==> src/rtl/uart_receiver_if.sv <==
// Byte-side and line-side signals of the 8N1 UART receiver.
`timescale 1ns/1ps

interface uart_receiver_if #(
  parameter int unsigned DATA_BITS = 8
);
  logic                 clk_en;   // sample tick, OVERSAMPLE x baud
  logic                 rx;       // raw serial line, idle high
  logic                 rdy_clr;  // consumer acknowledge
  logic                 rdy;      // sticky byte-available flag
  logic [DATA_BITS-1:0] data;     // last valid received byte

  // Baud source, line and byte consumer.
  modport master (
    output clk_en,
    output rx,
    output rdy_clr,
    input  rdy,
    input  data
  );

  // Receiver side.
  modport slave (
    input  clk_en,
    input  rx,
    input  rdy_clr,
    output rdy,
    output data
  );
endinterface

==> src/rtl/uart_receiver.sv <==
// 8N1 asynchronous serial receiver, oversampled by clk_en ticks, with a
// sticky ready flag that the consumer acknowledges through rdy_clr.
`timescale 1ns/1ps

module uart_receiver #(
  parameter int unsigned OVERSAMPLE = 16,
  parameter int unsigned DATA_BITS  = 8
) (
  input  logic            clk,
  input  logic            rst_n,
  uart_receiver_if.slave  bus
);

  localparam int unsigned SAMPLE_W = $clog2(OVERSAMPLE);
  localparam int unsigned IDX_W    = (DATA_BITS > 1) ? $clog2(DATA_BITS) : 1;

  localparam logic [SAMPLE_W-1:0] SAMPLE_MID  = SAMPLE_W'(OVERSAMPLE / 2 - 1);
  localparam logic [SAMPLE_W-1:0] SAMPLE_LAST = SAMPLE_W'(OVERSAMPLE - 1);
  localparam logic [IDX_W-1:0]    IDX_LAST    = IDX_W'(DATA_BITS - 1);

  typedef enum logic [2:0] {
    ST_IDLE,
    ST_START,
    ST_DATA,
    ST_STOP,
    ST_WAIT_HIGH
  } state_t;

  state_t                 state_q;
  logic [SAMPLE_W-1:0]    sample_q;
  logic [IDX_W-1:0]       bit_idx_q;
  logic [DATA_BITS-1:0]   shift_q;
  logic [DATA_BITS-1:0]   data_q;
  logic                   rdy_q;
  logic                   rx_meta_q;
  logic                   rx_sync_q;

  // Two-flop synchronizer for the asynchronous line; presets to idle-high.
  always_ff @(posedge clk or negedge rst_n) begin
    if (!rst_n) begin
      rx_meta_q <= 1'b1;
      rx_sync_q <= 1'b1;
    end else begin
      rx_meta_q <= bus.rx;
      rx_sync_q <= rx_meta_q;
    end
  end

  // Frame FSM: advances on ticks only; rdy_clr acts every edge, a
  // same-edge set overrides it so a freshly received byte is never lost.
  always_ff @(posedge clk or negedge rst_n) begin
    if (!rst_n) begin
      state_q   <= ST_IDLE;
      sample_q  <= '0;
      bit_idx_q <= '0;
      shift_q   <= '0;
      data_q    <= '0;
      rdy_q     <= 1'b0;
    end else begin
      if (bus.rdy_clr) begin
        rdy_q <= 1'b0;
      end

      if (bus.clk_en) begin
        case (state_q)
          ST_IDLE: begin
            if (!rx_sync_q) begin
              state_q  <= ST_START;
              sample_q <= '0;
            end
          end

          ST_START: begin
            sample_q <= sample_q + SAMPLE_W'(1);
            if (sample_q == SAMPLE_MID && rx_sync_q) begin
              // Line returned high by mid-bit: glitch, not a start bit.
              state_q  <= ST_IDLE;
              sample_q <= '0;
            end else if (sample_q == SAMPLE_LAST) begin
              state_q   <= ST_DATA;
              sample_q  <= '0;
              bit_idx_q <= '0;
            end
          end

          ST_DATA: begin
            sample_q <= sample_q + SAMPLE_W'(1);
            if (sample_q == SAMPLE_MID) begin
              shift_q[bit_idx_q] <= rx_sync_q;
            end
            if (sample_q == SAMPLE_LAST) begin
              sample_q <= '0;
              if (bit_idx_q == IDX_LAST) begin
                state_q <= ST_STOP;
              end else begin
                bit_idx_q <= bit_idx_q + IDX_W'(1);
              end
            end
          end

          ST_STOP: begin
            sample_q <= sample_q + SAMPLE_W'(1);
            if (sample_q == SAMPLE_MID) begin
              sample_q <= '0;
              if (rx_sync_q) begin
                // Leave at mid stop bit so a back-to-back start edge is caught.
                data_q  <= shift_q;
                rdy_q   <= 1'b1;
                state_q <= ST_IDLE;
              end else begin
                // Framing error or break: drop the byte, wait for idle line.
                state_q <= ST_WAIT_HIGH;
              end
            end
          end

          ST_WAIT_HIGH: begin
            if (rx_sync_q) begin
              state_q <= ST_IDLE;
            end
          end

          default: begin
            state_q  <= ST_IDLE;
            sample_q <= '0;
          end
        endcase
      end
    end
  end

  assign bus.rdy  = rdy_q;
  assign bus.data = data_q;

endmodule

==> src/flat_wrapper.sv <==
// flat-port wrapper written by rule: the top's interface ports become plain ports
module uart_receiver_flat 
#(
  parameter int unsigned OVERSAMPLE = 16,
  parameter int unsigned DATA_BITS  = 8
)
  (clk, rst_n, bus_clk_en, bus_rx, bus_rdy_clr, bus_rdy, bus_data);
  uart_receiver_if #(.DATA_BITS(DATA_BITS)) bus_i ();
  input  logic clk;
  input  logic rst_n;
  input wire logic [$bits(bus_i.clk_en)-1:0] bus_clk_en;
  input wire logic [$bits(bus_i.rx)-1:0] bus_rx;
  input wire logic [$bits(bus_i.rdy_clr)-1:0] bus_rdy_clr;
  output wire logic [$bits(bus_i.rdy)-1:0] bus_rdy;
  output wire logic [$bits(bus_i.data)-1:0] bus_data;
  assign bus_i.clk_en = bus_clk_en;
  assign bus_i.rx = bus_rx;
  assign bus_i.rdy_clr = bus_rdy_clr;
  assign bus_rdy = bus_i.rdy;
  assign bus_data = bus_i.data;
  uart_receiver #(.OVERSAMPLE(OVERSAMPLE), .DATA_BITS(DATA_BITS)) u_core (.clk(clk), .rst_n(rst_n), .bus(bus_i));
endmodule
==> config.mk <==
export PLATFORM = sky130hd
export DESIGN_NAME = uart_receiver_flat
export DESIGN_NICKNAME = d
export VERILOG_FILES = /design/src/rtl/uart_receiver_if.sv /design/src/rtl/uart_receiver.sv /design/src/flat_wrapper.sv
export SDC_FILE = /design/constraint.sdc
export NUM_CORES = 1
export LEC_CHECK = 0
export CAP_MARGIN = 5
export CORE_MARGIN = 4
export CORE_UTILIZATION = 55
export DETAILED_ROUTE_END_ITERATION = 12
export GPL_TIMING_DRIVEN = 0
export PLACE_DENSITY_LB_ADDON = 0.2
export SLEW_MARGIN = 40
export SYNTH_ARGS = -nofsm -noshare
export SYNTH_HDL_FRONTEND = slang
export SYNTH_SLANG_ARGS = --single-unit
==> constraint.sdc <==
create_clock -name clk -period 2 [get_ports clk]
set_input_delay 0.2 -clock clk [delete_from_list [all_inputs] [get_ports clk]]
set_output_delay 0.2 -clock clk [all_outputs]
set_load 0.02 [all_outputs]
# ---- Word level (Yosys, flattened, before mapping)
# Cells that the tools add are included.
dict set report word_totals {
  register_bits 29
  out_inout_bits 9
}
dict set report op_classes {
  addsub 2
  order_cmp 2
  eq_ne 16
  n_mux 27
  bitwise 1
  n_reduce_logical 9
}
# cell n
set op_table {}
lappend op_table {{2-to-1 mux 3 bit} 12}
lappend op_table {{case mux 4 bit (5 select lines)} 1}
lappend op_table {{2-to-1 mux 4 bit} 4}
lappend op_table {{case mux 3 bit (5 select lines)} 1}
lappend op_table {{inequality test 2 x 1 -> 1 bit (second input constant)} 5}
lappend op_table {{bitwise mux 8 bit} 1}
lappend op_table {{AND reduction 7 bit} 1}
lappend op_table {{== test 3 x 2 -> 1 bit (second input constant)} 2}
lappend op_table {{== test 3 bit (second input constant)} 2}
lappend op_table {{2-to-1 mux 1 bit} 6}
lappend op_table {{inequality test 2 bit (second input constant)} 3}
lappend op_table {{case mux 3 bit (2 select lines)} 1}
lappend op_table {{AND reduction 3 bit} 2}
lappend op_table {{AND reduction 6 bit} 1}
lappend op_table {{adder 4 x 1 -> 4 bit (second input constant)} 1}
lappend op_table {{== test 4 x 3 -> 1 bit (second input constant)} 1}
lappend op_table {{== test 4 bit (second input constant)} 1}
lappend op_table {{less-than comparator 3 x 4 -> 1 bit (second input constant)} 1}
lappend op_table {{AND reduction 4 bit} 1}
lappend op_table {{adder 3 x 1 -> 3 bit (second input constant)} 1}
lappend op_table {{demux 1 bit (select 3 bit)} 1}
lappend op_table {{== test 3 x 1 -> 1 bit (second input constant)} 1}
lappend op_table {{>= comparator 3 x 1 -> 1 bit (second input constant)} 1}
lappend op_table {{logical NOT 3 bit} 1}
lappend op_table {{4 further kinds} 5}

# ---- Logic depth before layout (Yosys ltp)
# Gate-level depths: netlist of run 1.
dict set report depth {
  ltp_word 5
  ltp_mapped 5
  mapped_depth_nobuf 5
}

# ---- Least setup slack after synthesis of run 1
# OpenSTA, ideal clock, no wires.
dict set report synth_timing {
  path_kind {reg2reg}
  from {register u_core.sample_q[0]}
  to {register u_core.shift_q[1]}
  arrival_time_ns 1.462
  t_required_ns 1.875
  slack_ns 0.414
  path_stages_with_launch 6
  synth_period_minus_slack_ns 1.586
  cell_sequence {dfrtp_1 -> ha_1 -> and4b_2 -> nand2b_1 -> nor3_1 -> mux2_2}
}
dict set report synth_between {
  elab_chain_cells 2
}
# element line
set synth_lines {}
lappend synth_lines {{start, declared} uart_receiver.sv:30} ;# logic [SAMPLE_W-1:0] sample_q;
lappend synth_lines {{start signal, assigned} uart_receiver.sv:74} ;# sample_q <= sample_q + SAMPLE_W'(1);
lappend synth_lines {{start signal, assigned} uart_receiver.sv:87} ;# sample_q <= sample_q + SAMPLE_W'(1);
lappend synth_lines {{start signal, assigned} uart_receiver.sv:102} ;# sample_q <= sample_q + SAMPLE_W'(1);
lappend synth_lines {{== test 4 x 3 -> 1 bit} uart_receiver.sv:88} ;# if (sample_q == SAMPLE_MID) begin
lappend synth_lines {{AND reduction 3 bit (no line)} n/a}
lappend synth_lines {{end signal, assigned by index} uart_receiver.sv:89} ;# shift_q[bit_idx_q] <= rx_sync_q;
lappend synth_lines {{end, declared} uart_receiver.sv:32} ;# logic [DATA_BITS-1:0] shift_q;
# No other way between the ends.
# A chain may end at the register's enable or synchronous reset.

# ---- Final worst setup path of run 1
# Same ends and word-level chain as after synthesis.

==> reports/qor.txt, run 1 <==
PLACE
--------------------------------------------------------------------------------------------------
Port bufs                                                                                       13
HPWL reported at the end of detailed placement                                             1950 um
Final GP Congestion                                                                          0.840
Number of placed instances with taps included                                                  171

GLOBAL ROUTING
--------------------------------------------------------------------------------------------------
Total gr overflow                                                                                0
Number of antenna violations at the first check in global routing                                0
Largest net degree at the start of global routing                                               30
Tot GR Track Use                                                                             18.9%
Number of global-route vias before repair                                                     1012
Wire length of the first global-routing pass                                               4820 um

TIMING
--------------------------------------------------------------------------------------------------
Total Neg Setup Slack                                                                         0 ps
Final setup violation count                                                                      0
Setup repair after global routing missed its margin                                             no
Timing-limited maximum frequency                                                         0.564 GHz
Transition time at the pin with the least slew margin                                       638 ps
Final critical-path required period                                                        1770 ps
Tcrit/Tclk final                                                                             88.6%
Hold Fails Final Rpt                                                                             0
Worst Skew                                                                                 11.7 ps
Worst slew slack as a fraction of its limit                                                  57.5%
Max-slew violation total from the final report                                                   0

ROUTE
--------------------------------------------------------------------------------------------------
Routed WL per cell                                                                         15.3 um
Vias after detailed routing                                                                   1064
DRT iter0 DRCs                                                                                  30
Detailed-route vias per instance                                                              5.91
Detailed-routing iteration count for the pre-antenna-repair pass                                 4
# DRC                                                                                            0
Number of antenna-violating nets in the routed design                                            0
Wire length after detailed routing                                                         2750 um

SETUP PATH
--------------------------------------------------------------------------------------------------
Signal arrival time at the worst endpoint                                                  2000 ps
Required time of the critical path                                                         2220 ps
Reg-to-reg critical path startpoint                                                   u_core.sample_q[0]
Capture point of the worst path                                                       u_core.shift_q[1]
Largest fanout on the critical path                                                              7
Critical path type                                                                    flip-flop to flip-flop
Source of the critical timing path                                                    u_core.sample_q[0]
Depth of the worst register-to-register path                                                     5
Register-to-register setup slack                                                            230 ps
Worst Setup Start Kind                                                                   flip-flop
CP Capture Type                                                                          flip-flop
Reg2reg end                                                                           u_core.shift_q[1]

SYNTH
--------------------------------------------------------------------------------------------------
Number of nets produced by synthesis                                                           136
Adder-cell area share of the yosys netlist                                                   2.64%
Multiplexer fraction of the synthesized cell area                                            15.1%
Proportion of synthesized chip area in sequential cells                                      51.2%
Netlist area before placement                                                             1420 um2
Mean instance size in the synthesized netlist                                             11.1 um2
Count of warnings emitted by yosys                                                               0
Largest family of logic cells by synthesized area                                     simple AND/OR/NAND/NOR gates
Compound-gate portion of the synthesized area                                                9.33%
Simple-gate share of the synthesized area                                                    18.8%
Distinct cells, synth                                                                           38
Register bit count reported by yosys                                                            29
Xor/xnor cell area share of the yosys netlist                                               0.616%
Cell count after synthesis                                                                     128

FLOORPLAN
--------------------------------------------------------------------------------------------------
Height of the die                                                                          58.8 um
Core region area                                                                          2480 um2
IO Count                                                                                        14
Die Footprint                                                                             3460 um2
Initial core utilization                                                                     57.4%
Number of placement rows                                                                        18
Horizontal die dimension                                                                   58.8 um

RUN
--------------------------------------------------------------------------------------------------
Max-cap viol count                                                                               0

OUTCOME
--------------------------------------------------------------------------------------------------
Result of the run                                                                     finished, final reports clean

LAYOUT
--------------------------------------------------------------------------------------------------
Final layout net count                                                                         157
P&R area growth vs syn                                                                       18.1%
Share of final-layout standard cells stronger than drive strength 1                          24.7%
Final instance count without filler cells                                                      180
Ant. Diodes                                                                                      0

CLOCKING
--------------------------------------------------------------------------------------------------
Total CTS buffers                                                                                5
Number of sinks on the clock net                                                                29
Cell at the root of the clock tree                                                    sky130_fd_sc_hd__clkbuf_4
H-tree depth                                                                                     2
Clock tree from TritonCTS                                                                      yes
Clock latency on the worst-skew pair                                                        330 ps
Clk buf depth                                                                                    2
Setup bufs post-CTS                                                                              0
Clock transition time at the flip-flop clock pins of the worst setup and hold paths          90 ps

PWR
--------------------------------------------------------------------------------------------------
Total power divided by cell area                                                        968 nW/um2
Leakage dissipation                                                                       0.763 nW
Fraction of power consumed by sequential logic                                               45.4%
Proportion of power drawn by combinational gates                                             23.5%
Switching power as a share of total power                                                    31.1%
Worst supply voltage drop on vdd                                                          0.714 mV
Cell internal pwr                                                                          1.12 mW
Power dissipated by switching net loads                                                   0.506 mW
Clk network pwr share                                                                        31.2%

WORST HOLD PATH
--------------------------------------------------------------------------------------------------
Hold crit path type                                                                   input pin to flip-flop

==> worst min path at each step <==
stage | startpoint | endpoint | cells past startpoint
after floorplan | rst_n | u_core.bit_idx_q[0] | 0
after global placement | u_core.rx_meta_q | u_core.rx_sync_q | 0
after detailed placement | rst_n | u_core.sample_q[2] | 1
after CTS | bus_rx | u_core.rx_meta_q | 1
after global routing | bus_rx | u_core.rx_meta_q | 1
final | bus_rx | u_core.rx_meta_q | 1
==> cells in the mapped netlist <==
cell type | number | area (um2)
sky130_fd_sc_hd__a21boi_0 | 1 | 7.51
sky130_fd_sc_hd__a21oi_1 | 3 | 15.0
sky130_fd_sc_hd__a22oi_1 | 1 | 7.51
sky130_fd_sc_hd__and2_2 | 1 | 7.51
sky130_fd_sc_hd__and2b_1 | 1 | 7.51
sky130_fd_sc_hd__and3_1 | 2 | 12.5
sky130_fd_sc_hd__and3b_2 | 1 | 10.0
sky130_fd_sc_hd__and4_2 | 1 | 10.0
sky130_fd_sc_hd__and4b_2 | 1 | 11.3
sky130_fd_sc_hd__buf_2 | 2 | 10.0
sky130_fd_sc_hd__buf_4 | 1 | 7.51
sky130_fd_sc_hd__clkbuf_1 | 2 | 7.51
sky130_fd_sc_hd__dfrtp_1 | 27 | 676
sky130_fd_sc_hd__dfstp_2 | 2 | 52.6
sky130_fd_sc_hd__ha_1 | 3 | 37.5
sky130_fd_sc_hd__inv_1 | 2 | 7.51
sky130_fd_sc_hd__mux2_2 | 19 | 214
sky130_fd_sc_hd__nand2_1 | 11 | 41.3
sky130_fd_sc_hd__nand2b_1 | 1 | 6.26
sky130_fd_sc_hd__nand3_1 | 3 | 15.0
sky130_fd_sc_hd__nand3b_1 | 1 | 7.51
sky130_fd_sc_hd__nand4_1 | 1 | 6.26
sky130_fd_sc_hd__nand4_2 | 1 | 12.5
sky130_fd_sc_hd__nor2_1 | 9 | 33.8
sky130_fd_sc_hd__nor2b_1 | 3 | 18.8
sky130_fd_sc_hd__nor3_1 | 7 | 35.0
sky130_fd_sc_hd__nor3b_1 | 1 | 7.51
sky130_fd_sc_hd__nor4b_1 | 1 | 8.76
sky130_fd_sc_hd__o211ai_1 | 2 | 15.0
sky130_fd_sc_hd__o21a_1 | 1 | 7.51
sky130_fd_sc_hd__o21ai_0 | 8 | 40.0
sky130_fd_sc_hd__o21ai_1 | 1 | 5.00
sky130_fd_sc_hd__o221ai_1 | 1 | 8.76
sky130_fd_sc_hd__o31ai_1 | 2 | 15.0
sky130_fd_sc_hd__o41a_1 | 1 | 11.3
sky130_fd_sc_hd__or3_1 | 1 | 6.26
sky130_fd_sc_hd__or4b_1 | 1 | 10.0
sky130_fd_sc_hd__xnor2_1 | 1 | 8.76
==> flip-flops by register name, summed over array words and instances, names as in the netlist <==
register	cells
u_core.bit_idx_q	3
u_core.bus.data	8
u_core.bus.rdy	1
u_core.rx_meta_q	1
u_core.rx_sync_q	1
u_core.sample_q	4
u_core.shift_q	8
u_core.state_q	3
==> logic make-up after synthesis <==
kind of cell             after synthesis
AO/OA/AOI/OAI                         21
AND/OR/NAND/NOR                       48
multiplexers                          19
adder cells (fa/ha/maj)                3
flip-flops                            29
buffers and inverters                  7
XOR/XNOR                               1
==> power by group through the flow <==
stage | clock, mW | sequential, mW | combinational [mW]
global route | 0.553 | 0.753 | 0.431
CTS | 0.520 | 0.735 | 0.378
floorplan | 0 | 0.726 | 0.282
detailed placement | 0 | 0.746 | 0.372
global placement | 0 | 0.741 | 0.363
finish | 0.507 | 0.737 | 0.381
==> final cells by class <==
class / instances / area (um2)
Inverter: 2 / 7.51
Fill cell: 200 / 798
Sequential cell: 29 / 728
Clock inverter: 1 / 30.0
Clock buffer: 7 / 55.1
Tap cell: 30 / 37.5
Multi-Input combinational cell: 92 / 661
Timing Repair Buffer: 14 / 135
Buffer: 5 / 25.0
==> per-layer routing <==
| metal | track usage, % | routed length (um) | up-vias |
|---|---|---|---|
| li1 | - | - | 508 |
| met5 | 0 | 0 | - |
| met1 | 26.7 | 1260 | 504 |
| met2 | 26.5 | 1250 | 47 |
| met3 | 5.48 | 209 | 5 |
| met4 | 9.06 | 39 | 0 |
==> cells in the final DEF, fill, tap and decap left out, types with 2 or more instances in the layout <==
master                             n
sky130_fd_sc_hd__nand2_1          11
sky130_fd_sc_hd__clkdlybuf4s50_1  12
sky130_fd_sc_hd__nand3_1           3
sky130_fd_sc_hd__inv_1             2
sky130_fd_sc_hd__nor3_1            7
sky130_fd_sc_hd__dfstp_2           2
sky130_fd_sc_hd__nor2b_1           3
sky130_fd_sc_hd__o31ai_1           2
sky130_fd_sc_hd__dfrtp_1          27
sky130_fd_sc_hd__buf_2             3
sky130_fd_sc_hd__nor2_1            9
sky130_fd_sc_hd__clkbuf_4          5
sky130_fd_sc_hd__a21oi_1           3
sky130_fd_sc_hd__o211ai_1          2
sky130_fd_sc_hd__o21ai_0           8
sky130_fd_sc_hd__and3_1            2
sky130_fd_sc_hd__clkbuf_1          3
sky130_fd_sc_hd__ha_1              3
sky130_fd_sc_hd__mux2_2           19
==> what timing repair did <==
item | CTS | global route
endpoints found under the hold margin | 27 | 0
hold buffers | 1 | 0
resized for setup | 0 | 0
==> stage by stage <==
stage	utilization [%]	power, mW	hold slack, ps	worst slack [ps]	area [um2]
2_1_floorplan	-	1.01	-95.6	414	1420
3_5_place_dp	63.9	1.12	253	103	1580
5_1_grt	67.8	1.74	279	84.2	1680
4_1_cts	67.8	1.63	270	232	1680
3_3_place_gp	64.1	1.10	349	113	1590
6_report	67.8	1.62	283	228	1680
==> worst max-delay path, stage by stage, from the launching register on <==
cell and delay, ps:
sky130_fd_sc_hd__dfrtp_1 390, sky130_fd_sc_hd__ha_1 290, sky130_fd_sc_hd__and4b_2 300, sky130_fd_sc_hd__nand2b_1 120, sky130_fd_sc_hd__nor3_1 220, sky130_fd_sc_hd__mux2_2 360
No activity file was read; power rests on OpenSTA's default activity.
==> run 2, diff against run 1 <==
Settings changed: CORE_UTILIZATION 55 to 57, SETUP_SLACK_MARGIN from default to 0.3.
Clock period 2 ns to 2.2 ns, I/O delays scaled along.
==> reports/qor.txt, run 2 (same netlist as run 1, synthesis figures left out) <==
OUTCOME
--------------------------------------------------------------------------------------------------
Result of the run                                                                     finished, final reports clean

CLOCKING
--------------------------------------------------------------------------------------------------
Number of sinks on the clock net                                                                29   unchanged
Cell at the root of the clock tree                                                    sky130_fd_sc_hd__clkbuf_4
H-tree depth                                                                                     2   unchanged
Clock latency on the worst-skew pair                                                        320 ps   about the same
Setup bufs post-CTS                                                                              0   unchanged
Clock tree from TritonCTS                                                                      yes
Total CTS buffers                                                                                5   unchanged
Clock transition time at the flip-flop clock pins of the worst setup and hold paths          80 ps   about the same
Clk buf depth                                                                                    2   unchanged

ROUTE
--------------------------------------------------------------------------------------------------
Detailed-routing iteration count for the pre-antenna-repair pass                                 4   unchanged
# DRC                                                                                            0   unchanged
DRT iter0 DRCs                                                                                  34   +13%
Wire length after detailed routing                                                         2700 um   -2.0%
Vias after detailed routing                                                                   1036   -2.6%
Routed WL per cell                                                                         15.2 um   -0.93%
Number of antenna-violating nets in the routed design                                            0   unchanged
Detailed-route vias per instance                                                              5.82   -1.5%

GLOBAL ROUTING
--------------------------------------------------------------------------------------------------
Number of antenna violations at the first check in global routing                                0   unchanged
Number of global-route vias before repair                                                     1045   +3.3%
Wire length of the first global-routing pass                                               4800 um   -0.44%
Largest net degree at the start of global routing                                               30   unchanged
Tot GR Track Use                                                                             18.8%   -0.045 points
Total gr overflow                                                                                0   unchanged

TIMING
--------------------------------------------------------------------------------------------------
Tcrit/Tclk final                                                                             79.7%   -8.9 points
Worst slew slack as a fraction of its limit                                                  59.9%   +2.4 points
Max-slew violation total from the final report                                                   0   unchanged
Total Neg Setup Slack                                                                         0 ps   unchanged
Worst Skew                                                                                 18.4 ps   +6.72 ps
Setup repair after global routing missed its margin                                             no
Final critical-path required period                                                        1750 ps   -18.0 ps
Final setup violation count                                                                      0   unchanged
Hold Fails Final Rpt                                                                             0   unchanged
Timing-limited maximum frequency                                                         0.570 GHz   +1.0%
Transition time at the pin with the least slew margin                                       601 ps   -36.6 ps

PLACE
--------------------------------------------------------------------------------------------------
Final GP Congestion                                                                          0.842   +0.18%
Number of placed instances with taps included                                                  169   -1.2%
Cell area after placement                                                                 1580 um2   -0.16%
HPWL reported at the end of detailed placement                                             1930 um   -0.67%
Port bufs                                                                                       13   unchanged

LAYOUT
--------------------------------------------------------------------------------------------------
Area taken by multi-input logic gates                                                      663 um2   +0.38%
Final layout net count                                                                         157   unchanged
Ant. Diodes                                                                                      0   unchanged
Share of final-layout standard cells stronger than drive strength 1                          25.3%   +0.67 points
Most frequent standard cell in the layout excluding fill and tap cells                sky130_fd_sc_hd__dfrtp_1
P&R area growth vs syn                                                                       18.1%   unchanged
Area occupied by registers                                                                 728 um2   unchanged
Top library cells by usage in the layout, fill and taps aside                         27 x sky130_fd_sc_hd__dfrtp_1, 19 x sky130_fd_sc_hd__mux2_2, 12 x sky130_fd_sc_hd__clkdlybuf4s50_1, 11 x sky130_fd_sc_hd__nand2_1, 9 x sky130_fd_sc_hd__nor2_1
Fillers                                                                                        152   -24%
Final instance count without filler cells                                                      178   -1.1%
Post-route cell area                                                                      1680 um2   unchanged

PWR
--------------------------------------------------------------------------------------------------
Total power divided by cell area                                                        877 nW/um2   -9.3%
Worst supply voltage drop on vdd                                                          0.575 mV   -20%
Leakage dissipation                                                                       0.761 nW   -0.25%

FLOORPLAN
--------------------------------------------------------------------------------------------------
Die Footprint                                                                             3360 um2   -3.0%
Number of placement rows                                                                        17   -1
Core region area                                                                          2300 um2   -7.3%
IO Count                                                                                        14   unchanged
Initial core utilization                                                                     61.9%   +4.5 points
Horizontal die dimension                                                                   57.9 um   -1.5%
Height of the die                                                                          57.9 um   -1.5%

SETUP PATH
--------------------------------------------------------------------------------------------------
Signal arrival time at the worst endpoint                                                  1950 ps   -50 ps
Critical path type                                                                    flip-flop to flip-flop
Largest fanout on the critical path                                                              9   +2
CP Capture Type                                                                          flip-flop
Required time of the critical path                                                         2390 ps   +170 ps
Depth of the worst register-to-register path                                                     4   -1
Worst Setup Start Kind                                                                   flip-flop

WORST HOLD PATH
--------------------------------------------------------------------------------------------------
Hold depth                                                                                       1   unchanged
Hold crit path type                                                                   input pin to flip-flop

RUN
--------------------------------------------------------------------------------------------------
Max-cap viol count                                                                               0   unchanged

-- run 2: cell count changes in the layout (fill, tap and decap cells not counted) --
cell and delta:
sky130_fd_sc_hd__ha_1 -1, sky130_fd_sc_hd__o21ai_0 -1, sky130_fd_sc_hd__ha_2 +1, sky130_fd_sc_hd__o21ai_1 +1
-- run 2: repair_timing --
item	CTS	global route
gates resized for setup	0	2
hold endpoints to repair	27	0
setup endpoints to repair	0	8
hold buffers	1	0
-- run 2: worst max-delay path, cell delays in order, from the launching register on --
cell	delay (ps)
sky130_fd_sc_hd__dfrtp_1	390
sky130_fd_sc_hd__ha_2	260
sky130_fd_sc_hd__and4b_2	290
sky130_fd_sc_hd__nand4_2	320
sky130_fd_sc_hd__mux2_2	390
-- run 2: final cells by class --
class | instances | share of cell area (%)
buffer | 5 | 1.49
clock buffer | 7 | 3.28
clock inverter | 1 | 1.79
inverter | 2 | 0.447
multi-input combinational | 92 | 39.5
sequential | 29 | 43.4
tap | 28 | 2.09
timing repair buffer | 14 | 8.05
-- run 2: power breakdown --
part | total [mW] | internal (mW) | switching [mW]
clock network | 0.459 | 0.271 | 0.188
registers | 0.666 | 0.597 | 0.0699
logic | 0.348 | 0.152 | 0.196
-- run 2: final timing paths --
| path | slack (ps) | end | start |
|---|---|---|---|
| setup / recovery | 450 | u_core.bus.data[5] | u_core.sample_q[0] |
| hold / removal | 310 | u_core.rx_meta_q | bus_rx |
| setup reg to reg | 450 | u_core.bus.data[5] | u_core.sample_q[0] |
| hold reg to reg | 340 | u_core.rx_sync_q | u_core.rx_meta_q |
| max in group asynchronous | 1350 | u_core.sample_q[3] | rst_n |
| min in group asynchronous | 420 | u_core.sample_q[2] | rst_n |
-- run 2: stage by stage --
stage / power (mW) / utilization (%) / setup WS [ps] / hold WS [ps]
after floorplan: 0.916 / - / 614 / -75.6
after global placement: 1.01 / 69.1 / 300 / 348
after detailed placement: 1.01 / 68.8 / 260 / 271
after CTS: 1.47 / 73.0 / 374 / 300
after global routing: 1.56 / 73.1 / 316 / 299
final: 1.47 / 73.1 / 446 / 312
-- run 2: metal layers --
layer	up-vias	GRT usage (%)	wire [um]
li1	503	-	-
met1	496	27.1	1340
met2	31	27.1	1190
met3	6	4.90	118
met4	0	7.28	48
met5	-	0	0
==> run 3, diff against run 2 <==
Settings changed: CORE_UTILIZATION 57 to 55.
Clock period 2.2 ns to 1.7 ns, I/O delays scaled along.
==> reports/qor.txt, run 3 (same netlist as run 1, synthesis figures left out) <==
OUTCOME
--------------------------------------------------------------------------------------------------
Result of the run                                                                     finished, final reports clean

FLOORPLAN
--------------------------------------------------------------------------------------------------
Core region area                                                                          2480 um2   +7.8%
Initial core utilization                                                                     57.4%   -4.5 points
IO Count                                                                                        14   unchanged
Height of the die                                                                          58.8 um   +1.6%
Horizontal die dimension                                                                   58.8 um   +1.6%
Number of placement rows                                                                        18   +1
Die Footprint                                                                             3460 um2   +3.1%

PLACE
--------------------------------------------------------------------------------------------------
Port bufs                                                                                       13   unchanged
Cell area after placement                                                                 1620 um2   +2.4%
Number of placed instances with taps included                                                  171   +1.2%
Final GP Congestion                                                                          0.881   +4.7%
HPWL reported at the end of detailed placement                                             2020 um   +4.6%

LAYOUT
--------------------------------------------------------------------------------------------------
Post-route cell area                                                                      2140 um2   +27%
Fillers                                                                                        112   -26%
Share of final-layout standard cells stronger than drive strength 1                          53.1%   +28 points
Ant. Diodes                                                                                      0   unchanged
P&R area growth vs syn                                                                       50.4%
Most frequent standard cell in the layout excluding fill and tap cells                sky130_fd_sc_hd__dfrtp_1
Top library cells by usage in the layout, fill and taps aside                         24 x sky130_fd_sc_hd__dfrtp_1, 22 x sky130_fd_sc_hd__buf_4, 13 x sky130_fd_sc_hd__mux2_2, 9 x sky130_fd_sc_hd__nand2_1, 9 x sky130_fd_sc_hd__dlygate4sd2_1
Final instance count without filler cells                                                      207   +16%
Final layout net count                                                                         184   +17%

CLOCKING
--------------------------------------------------------------------------------------------------
Total CTS buffers                                                                                5   unchanged
Cell at the root of the clock tree                                                    sky130_fd_sc_hd__clkbuf_4
Clock tree from TritonCTS                                                                      yes
H-tree depth                                                                                     2   unchanged
Number of sinks on the clock net                                                                29   unchanged
Clock transition time at the flip-flop clock pins of the worst setup and hold paths         110 ps   +30 ps
Clock latency on the worst-skew pair                                                        340 ps   +20 ps
Clk buf depth                                                                                    2   unchanged

SETUP PATH
--------------------------------------------------------------------------------------------------
Required time of the critical path                                                         1940 ps   -450 ps
Critical path type                                                                    input pin to flip-flop
Largest fanout on the critical path                                                              6   -3
Worst Setup Start Kind                                                                   input pin
Signal arrival time at the worst endpoint                                                  1890 ps   -60 ps
CP Capture Type                                                                          flip-flop

TIMING
--------------------------------------------------------------------------------------------------
Timing-limited maximum frequency                                                         0.604 GHz
Total Neg Setup Slack                                                                         0 ps   unchanged
Max-slew violation total from the final report                                                   0   unchanged
Worst slew slack as a fraction of its limit                                                  57.2%   -2.7 points
Tcrit/Tclk final                                                                             97.3%
Final critical-path required period                                                        1650 ps
Final setup violation count                                                                      0   unchanged
Final hold slack                                                                            253 ps   -59.3 ps
Worst Skew                                                                                 22.7 ps   +4.27 ps
Hold Fails Final Rpt                                                                             0   unchanged
Transition time at the pin with the least slew margin                                       642 ps   +40.5 ps
Setup repair after global routing missed its margin                                            yes

ROUTE
--------------------------------------------------------------------------------------------------
Detailed-route vias per instance                                                              6.30   +8.3%
Detailed-routing iteration count for the pre-antenna-repair pass                                 5   +1
# DRC                                                                                            0   unchanged
DRT iter0 DRCs                                                                                 109   +220%
Wire length after detailed routing                                                         4380 um   +62%
Number of antenna-violating nets in the routed design                                            0   unchanged
Routed WL per cell                                                                         21.1 um   +40%
Vias after detailed routing                                                                   1305   +26%

PWR
--------------------------------------------------------------------------------------------------
Proportion of power drawn by combinational gates                                             45.6%   +22 points
Clk network pwr share                                                                        18.1%   -13 points
Fraction of power consumed by sequential logic                                               36.3%   -8.9 points
Total power divided by cell area                                                       1150 nW/um2   +31%
Power dissipated by switching net loads                                                   0.881 mW   +94%
Cell internal pwr                                                                          1.57 mW   +54%
Leakage dissipation                                                                        1.00 nW   +32%
Switching power as a share of total power                                                    35.9%   +5.1 points
Worst supply voltage drop on vdd                                                           1.02 mV   +78%

GLOBAL ROUTING
--------------------------------------------------------------------------------------------------
Number of antenna violations at the first check in global routing                                0   unchanged
Largest net degree at the start of global routing                                               30   unchanged
Total gr overflow                                                                                0   unchanged
Number of global-route vias before repair                                                     1163   +11%
Tot GR Track Use                                                                             21.8%   +3.0 points
Wire length of the first global-routing pass                                               5530 um   +15%

WORST HOLD PATH
--------------------------------------------------------------------------------------------------
Hold crit path type                                                                   input pin to flip-flop

RUN
--------------------------------------------------------------------------------------------------
Max-cap viol count                                                                               0   unchanged

run 3: cell count changes in the layout (fill, tap and decap cells not counted), moves of 3 or more:
cell                              change
sky130_fd_sc_hd__buf_4               +21
sky130_fd_sc_hd__clkdlybuf4s50_1      -9
sky130_fd_sc_hd__dlygate4sd2_1        +9
sky130_fd_sc_hd__mux2_2               -6
sky130_fd_sc_hd__mux2_4               +6
sky130_fd_sc_hd__nor2_1               -5
sky130_fd_sc_hd__buf_6                +4
sky130_fd_sc_hd__nor3_1               -4
sky130_fd_sc_hd__dfrtp_1              -3
sky130_fd_sc_hd__dfrtp_2              +3
sky130_fd_sc_hd__nor2_2               +3
sky130_fd_sc_hd__nor3_4               +3
sky130_fd_sc_hd__o21ai_0              -3
run 3: layer usage:
layer  part of all wire, %  vias up  track usage (%)  wire (um)
li1                      -      564                -          -
met1                    40      637             28.5       1770
met2                    46       87             34.2       2030
met3                   9.9       17             5.92        432
met4                   3.4        0             8.74        149
met5                     0        -                0          0
run 3: timing repair:
item	in CTS	in global routing
hold endpoints to repair	27	0
pin swaps	7	14
cloned	0	2
resized for setup	40	26
buffers inserted	9	16
endpoints found under the setup margin	36	27
hold buffers	1	0
run 3: power groups by stage:
stage	registers, mW	logic (mW)	clock network, mW
after CTS	0.885	0.656	0.449
after floorplan	0.870	0.363	0
after global routing	0.897	1.19	0.487
final	0.891	1.12	0.445
after global placement	0.887	0.457	0
after detailed placement	0.891	0.475	0
run 3: worst max-delay path: stages:
cell                              delay [ps]
sky130_fd_sc_hd__clkdlybuf4s50_1         660
sky130_fd_sc_hd__and4b_2                 350
sky130_fd_sc_hd__buf_4                   140
sky130_fd_sc_hd__nand2_4                  70
sky130_fd_sc_hd__nor2_2                  150
sky130_fd_sc_hd__mux2_2                  350
run 3: through the flow:
stage	power [mW]	utilization (%)	setup slack, ps
floorplan	1.23	-	206
global placement	1.34	65.6	-119
detailed placement	1.37	65.4	-152
CTS	1.99	75.5	137
global route	2.57	86.3	-12.8
finish	2.46	86.3	45.3
run 3: final timing paths:
check	startpoint	endpoint	slack [ps]	depth (start not counted)
max in group asynchronous	rst_n	u_core.bit_idx_q[1]	850	2
max	bus_clk_en	u_core.shift_q[7]	50	6
min reg2reg	u_core.rx_meta_q	u_core.rx_sync_q	360	0
min in group asynchronous	rst_n	u_core.state_q[1]	370	2
min	bus_rx	u_core.rx_meta_q	250	1
max reg2reg	u_core.sample_q[3]	u_core.shift_q[7]	50	5
run 3: final cells by class:
cell class | count | area [um2] | share of cell area [%]
plain buffers | 5 | 55.1 | 2.58
clock buffers | 8 | 58.8 | 2.75
inverters | 2 | 7.51 | 0.351
multi-input cells | 93 | 890 | 41.6
flip-flops and latches | 29 | 732 | 34.3
well taps | 30 | 37.5 | 1.76
repair buffers | 40 | 357 | 16.7
